`config.mk`:
```
export PLATFORM = sky130hd
export DESIGN_NAME = cvt_itof_pipe_flat
export DESIGN_NICKNAME = d
export VERILOG_FILES = /design/src/rtl/cvt_itof_pipe_if.sv /design/src/rtl/cvt_itof_pipe.sv /design/src/flat_wrapper.sv
export SDC_FILE = /design/constraint.sdc
export NUM_CORES = 1
export LEC_CHECK = 0
export ABC_AREA = 1
export CORE_AREA = 2 2 137 139
export DETAILED_ROUTE_END_ITERATION = 6
export DIE_AREA = 0 0 139 141
export SLEW_MARGIN = 40
export SYNTH_ARGS = -nofsm -noshare
export SYNTH_HDL_FRONTEND = slang
export SYNTH_SLANG_ARGS = --single-unit
```
`constraint.sdc`:
```
create_clock -name clk -period 6.35 [get_ports clk]
set_input_delay 0.9525 -clock clk [delete_from_list [all_inputs] [get_ports clk]]
set_output_delay 0.9525 -clock clk [all_outputs]
set_load 0.05 [all_outputs]
```
`src/rtl/cvt_itof_pipe_if.sv`:
```
// rtl/cvt_itof_pipe_if.sv - handshake/data bundle for the integer-to-float converter
//
// Purpose: groups the input sample and output result signals of cvt_itof_pipe.
// Signals:
//    in_valid  - src is sampled this cycle
//    src       - 32-bit integer operand
//    out_valid - res holds a new result this cycle (single-cycle pulse)
//    res       - IEEE-754 single-precision result, held while out_valid=0
// Modports:
//    master - producer side (drives in_valid/src, observes out_valid/res)
//    slave  - converter side
interface cvt_itof_pipe_if;
   logic        in_valid;
   logic [31:0] src;
   logic        out_valid;
   logic [31:0] res;

   modport master (
      output in_valid,
      output src,
      input  out_valid,
      input  res
   );

   modport slave (
      input  in_valid,
      input  src,
      output out_valid,
      output res
   );
endinterface

```
`src/rtl/cvt_itof_pipe.sv`:
```
// rtl/cvt_itof_pipe.sv - pipelined 32-bit integer to IEEE-754 single converter
//
// Purpose: converts a 32-bit integer (signed or unsigned, chosen by SIGNED_IN)
// to single precision with round-to-nearest-even. Three register stages:
// sign/magnitude, normalize, round/pack. One input per cycle, no backpressure.
// Ports:
//    clk - system clock, rising edge
//    rst - synchronous active-high reset; clears every stage valid and res
//    bus - cvt_itof_pipe_if.slave: in_valid/src in, out_valid/res out
// Parameters:
//    SIGNED_IN - 1: src is two's complement, 0: src is unsigned
module cvt_itof_pipe #(
   parameter bit SIGNED_IN = 1'b1
) (
   input  logic            clk,
   input  logic            rst,
   cvt_itof_pipe_if.slave  bus
);

   // ---------------- stage 1: sign / magnitude ----------------
   logic        s1_valid;
   logic        s1_sign;
   logic [32:0] s1_mag;

   logic        neg_in;
   logic [32:0] mag_in;

   always_comb begin
      neg_in = SIGNED_IN && bus.src[31];
      // 33-bit negate so that -2^31 yields +2^31 without wrapping
      if (neg_in)
         mag_in = {1'b0, ~bus.src} + 33'd1;
      else
         mag_in = {1'b0, bus.src};
   end

   always_ff @(posedge clk) begin
      if (rst) begin
         s1_valid <= 1'b0;
      end else begin
         s1_valid <= bus.in_valid;
         s1_sign  <= neg_in;
         s1_mag   <= mag_in;
      end
   end

   // ---------------- stage 2: normalize ----------------
   logic        s2_valid;
   logic        s2_sign;
   logic        s2_zero;
   logic [4:0]  s2_lz;
   // bit 31 of the normalized value is the implicit leading one (or zero for
   // a zero input, which is handled by s2_zero), so only bits 30:0 are kept
   logic [30:0] s2_norm;

   logic [4:0]  lz;
   logic        lz_found;
   logic [31:0] norm;

   always_comb begin
      lz       = 5'd0;
      lz_found = 1'b0;
      for (int i = 31; i >= 0; i--) begin
         if (!lz_found && s1_mag[i]) begin
            lz       = 5'(31 - i);
            lz_found = 1'b1;
         end
      end
      norm = s1_mag[31:0] << lz;
   end

   always_ff @(posedge clk) begin
      if (rst) begin
         s2_valid <= 1'b0;
      end else begin
         s2_valid <= s1_valid;
         s2_sign  <= s1_sign;
         s2_zero  <= (s1_mag == 33'd0);
         s2_lz    <= lz;
         s2_norm  <= norm[30:0];
      end
   end

   // ---------------- stage 3: round and pack ----------------
   logic        out_valid_q;
   logic [31:0] res_q;

   logic [22:0] mant;
   logic        guard;
   logic        sticky;
   logic        round_up;
   logic [23:0] mant_sum;
   logic        carry;
   logic [22:0] mant_out;
   logic [7:0]  exp_out;
   logic [31:0] packed_res;

   always_comb begin
      mant     = s2_norm[30:8];
      guard    = s2_norm[7];
      sticky   = |s2_norm[6:0];
      round_up = guard & (sticky | mant[0]);
      mant_sum = {1'b0, mant} + {23'd0, round_up};
      carry    = mant_sum[23];
      // a carry out of the mantissa means it wrapped to 1.0 * 2^(e+1)
      mant_out = carry ? 23'd0 : mant_sum[22:0];
      // 127 bias + 31 for an MSB at bit 31; max is 159, never overflows
      exp_out  = 8'd158 - {3'd0, s2_lz} + {7'd0, carry};
      if (s2_zero)
         packed_res = 32'h0000_0000;
      else
         packed_res = {s2_sign, exp_out, mant_out};
   end

   always_ff @(posedge clk) begin
      if (rst) begin
         out_valid_q <= 1'b0;
         res_q       <= 32'h0000_0000;
      end else begin
         out_valid_q <= s2_valid;
         if (s2_valid)
            res_q <= packed_res;
      end
   end

   assign bus.out_valid = out_valid_q;
   assign bus.res       = res_q;

endmodule
```
`src/flat_wrapper.sv`:
```
// flat-port wrapper written by rule: the top's interface ports become plain ports
module cvt_itof_pipe_flat 
#(
   parameter bit SIGNED_IN = 1'b1
)
  (clk, rst, bus_in_valid, bus_src, bus_out_valid, bus_res);
  cvt_itof_pipe_if bus_i ();
  input  logic clk;
  input  logic rst;
  input wire logic [$bits(bus_i.in_valid)-1:0] bus_in_valid;
  input wire logic [$bits(bus_i.src)-1:0] bus_src;
  output wire logic [$bits(bus_i.out_valid)-1:0] bus_out_valid;
  output wire logic [$bits(bus_i.res)-1:0] bus_res;
  assign bus_i.in_valid = bus_in_valid;
  assign bus_i.src = bus_src;
  assign bus_out_valid = bus_i.out_valid;
  assign bus_res = bus_i.res;
  cvt_itof_pipe #(.SIGNED_IN(SIGNED_IN)) u_core (.clk(clk), .rst(rst), .bus(bus_i));
endmodule
```
==> flow_results.org <==
** Status
- Status :: finished, final reports clean

** Placed design
- After legalization and detailed placement, the total HPWL measured roughly 12000 um.
- Count of placed standard cells including taps :: about 1200
- Number of I/O port buffers :: between 60 and 70
- Timing analysis after detailed placement gives a worst setup slack of between 2 and 3 ns.
- At the end of routability-driven placement, the weighted congestion stood at ~0.89.
- Once placement finished, the instance area stood at just under 8000 um^2.

** Power
- Fraction of power spent switching nets :: 0.3290
- Leakage power of the design :: 3.482 nW
- Of the total power, the clock network draws 0.294.
- Proportion of power drawn by flip-flops and latches :: 0.465
- In this run the power density over the cells is around 230 nW/um^2.
- Switching power of the nets :: ~0.6 mW
- Total power draw :: roughly 1.9 mW
- Design internal power :: ~1.3 mW
- IR analysis of the VDD net gives a maximum drop of approximately 0.12 mV.
- The share of total power dissipated in combinational logic is 0.241.

** Synthesis
- Synthesized area divided by synthesized cell count :: slightly above 7 um^2
- Counting flops with an async set or reset pin after synthesis yields a share of 0.
- Dominant register cell in the synthesized netlist :: sky130_fd_sc_hd__edfxtp_1
- The synthesized design spends more area on one cell type than any other, namely sky130_fd_sc_hd__edfxtp_1.
- Nets in the synthesized netlist :: 1017
- Cell types occupying the most area after synthesis :: sky130_fd_sc_hd__edfxtp_1 (30%), sky130_fd_sc_hd__nand2_1 (13%), sky130_fd_sc_hd__nand3_1 (13%)
- In this run, synthesis produced a sequential element count of between 100 and 150.
- Of the synthesized area, sequential elements account for 0.4028.
- After synthesis the cells add up to between 7000 and 8000 um^2.
- In this run, distinct cell masters in the synthesized netlist total between 40 and 50.
- Number of warnings printed during yosys synthesis :: 0
- The share of synthesized area in the top cell type comes to 0.3042.
- Yosys mapped a number of flops with a built-in enable equal to ~70.
- Gate count after technology mapping :: between 900 and 1000

** Drt
- Detailed Routing Iterations Pass 1 :: 5
- Using the TritonRoute via totals, the vias-per-cell ratio works out to 5.113.
- Drt drc :: 0
- Antenna Nets Post-Route :: 0
- Via count of the routed design :: 6447
- Dividing the detail-routed wire length by the instance count gives approximately 13 um.
- Overall routed net length :: approximately 16000 um
- In this run, the number of DRC markers left after iteration 0 of detailed routing was 340.

** Die
- In this run the horizontal extent of the chip is around 140 um.
- The floorplan has 50 rows.
- The total area inside the core boundary comes to about 18000 um^2.
- The floorplan step defined a die boundary enclosing slightly below 20000 um^2.
- During I/O placement, the number of pins put on the boundary was between 60 and 70.
- From bottom edge to top edge, the die measures about 140 um.
- Initial Utilization :: 0.3890

** Clocking
- Number of CTS-inserted buffers :: 9
- No sink is reached through more buffers than the 2 on the longest clock path.
- Clk root buf :: sky130_fd_sc_hd__clkbuf_16
- Clk_lat worst skew :: 0.36 ns
- Number of sinks on the clock net :: between 100 and 150
- TritonCTS clock tree :: yes
- In this run, post-CTS repair resized a total of 0 instances.
- Post CTS Setup Buffer Count :: 0
- Depth of the CTS H-tree :: 3
- Clock-pin slew was measured on the worst setup and hold paths at roughly 0.080 ns.
- Hold repair after CTS inserted 0 buffers.

** Timing
- Hold timing on the final database bottoms out at a slack of around 0.4 ns.
- The final count of pins violating max slew was 0.
- Tightest slew margin relative to the limit :: 0.4854
- Between clock sinks in the finished design, the worst skew comes to 0.01285 ns.
- Crit path time final :: about 3.5 ns
- Worst slew pin tran :: between 0.7 and 0.8 ns
- Timing would allow up to ~290 MHz.
- Unrepaired setup endpoints after global routing :: false
- Dividing the final minimum period by the clock period gives 0.5496.
- Number of failing setup endpoints in the final timing report :: 0
- The number of hold violations in the final report came to 0.
- Setup slack on the critical path of the routed design comes to 2.860 ns.
- Setup TNS :: 0 ns

** Worst setup path
- Largest incremental delay on the critical path :: 0.47 ns
- The worst setup path is launched from a flop.
- Of all nets on the critical path, the largest fanout is 34.
- Crit-path most repeated cell :: sky130_fd_sc_hd__nand2_1
- The cell family contributing the most delay on the critical path is simple AND/OR/NAND/NOR gates.
- Required time reported for the critical path endpoint :: 6.45 ns
- CP max-delay cell :: sky130_fd_sc_hd__edfxtp_1
- The worst setup path is captured at a flop.
- Buffers and inverters on the worst path :: 1
- Data arrives at the worst endpoint at 3.59 ns.
- The critical path goes through nor2_4, nand2_2, nor2_4, nand4_4, nor2_1, nand2_1, nor2_1, nor2_1, nand4_1, nand2_2, nand2_4, nand2_1, nand3_1, inv_1, nand2_1, nand3_1, nand3_1, nand2_1.
- The critical path is of the flop to flop type.

** Global routing
- The initial antenna violation count is 0.
- The total overflow left after global routing is 0.
- Entering global routing, the biggest net connects 73 pins.
- GRT Total Usage :: 0.1735
- The via count of the first global-routing pass is approximately 5900.
- First-pass GRT wire length :: 27950 um

** Flow run
- The tool flagged a number of max-cap violations equal to 0.

** Min path
- The tightest min-delay check is of the flop to flop type.

** Finish
- At the end of the flow the core is filled with cells to 0.4483.
- Non-filler cells, final :: between 1000 and 1500
- Final Cell Area :: 8189 um^2
- Layout net count :: between 1000 and 1500
- Diode insertion count for antenna repair :: 0
- Area added between synthesis and finish :: 15.23%
- In the final layout, the share of cells above drive strength 1 is 0.06524.
==> logic make-up after synthesis <==
group	share of synthesized area
xor gates and xnor gates	0.03944
adders and majority gates	0.007043
DFF	0.4028
other	0.0005277
buffers and inverters	0.08503
AOI/OAI and AO/OA	0.05916
and+or+nand+nor	0.4060
==> worst reg2reg max path: cells and delay by family, from the launching register on <==
| kind | cells | cell delay (ns) |
|---|---|---|
| buf+inv | 1 | 0.09 |
| simple gates | 17 | 2.69 |
| flops | 1 | 0.47 |
==> path summary, 6_finish.rpt <==
check,startpoint,to,slack (ns),cells after the start
max,u_core.s1_mag[29],u_core.s2_norm[29],2.86,18
min,u_core.s1_valid,u_core.s2_valid,0.40,2
min reg2reg,u_core.s1_valid,u_core.s2_valid,0.40,2
max reg2reg,u_core.s1_mag[29],u_core.s2_norm[29],2.86,18
==> metal layers <==
| layer | track usage | share of wire |
|---|---|---|
| met1 | 0.2313 | 0.47 |
| met2 | 0.2823 | 0.46 |
| met3 | 0.02310 | 0.044 |
| met4 | 0.07921 | 0.028 |
| met5 | 0 | 0 |
==> power by group through the flow <==
stage               Clock, mW  Sequential (mW)  Combinational [mW]
floorplan                   0            0.902               0.320
CTS                     0.569            0.874               0.453
detailed placement          0            0.890               0.452
global route            0.599            0.884               0.518
finish                  0.552            0.874               0.454
global placement            0            0.890               0.452
==> cell type report <==
class                   instances  area, um^2
multi-input cells             729        3640
clock inverters                 7       67.56
clock buffers                   9       225.2
repair buffers                 72       711.9
well taps                     234       292.8
inverters                     103       389.1
fillers                      1900       10080
flip-flops and latches        107        2863
==> state kept, by name (all words and copies together), names as in the netlist, 5 cells and up <==
name / count
u_core.bus.res: 32
u_core.s2_lz: 5
u_core.s2_norm: 31
u_core.s1_mag: 33
==> cells in the mapped netlist (all sizes together) (9+ instances only) <==
| cell type | n |
|---|---|
| edfxtp | 72 |
| inv | 100 |
| xor2 | 23 |
| nor3 | 29 |
| clkbuf | 11 |
| o21ai | 13 |
| xnor2 | 9 |
| dfxtp | 35 |
| a21oi | 38 |
| nand4 | 23 |
| buf | 28 |
| nand3 | 197 |
| nor2 | 103 |
| nand2 | 257 |
==> cell usage in the layout, fill, tap and decap left out, types with 9 or more instances in the layout <==
master	n
sky130_fd_sc_hd__nor3_1	29
sky130_fd_sc_hd__edfxtp_1	72
sky130_fd_sc_hd__a21oi_1	38
sky130_fd_sc_hd__clkbuf_16	9
sky130_fd_sc_hd__nand3_2	14
sky130_fd_sc_hd__o21ai_0	12
sky130_fd_sc_hd__nor2_1	97
sky130_fd_sc_hd__xor2_1	23
sky130_fd_sc_hd__xnor2_1	9
sky130_fd_sc_hd__inv_2	10
sky130_fd_sc_hd__dfxtp_1	35
sky130_fd_sc_hd__clkdlybuf4s50_1	67
sky130_fd_sc_hd__nand3_1	182
sky130_fd_sc_hd__nand2_1	250
sky130_fd_sc_hd__nand4_1	21
sky130_fd_sc_hd__inv_1	90
No activity file was read; power rests on OpenSTA's default activity.
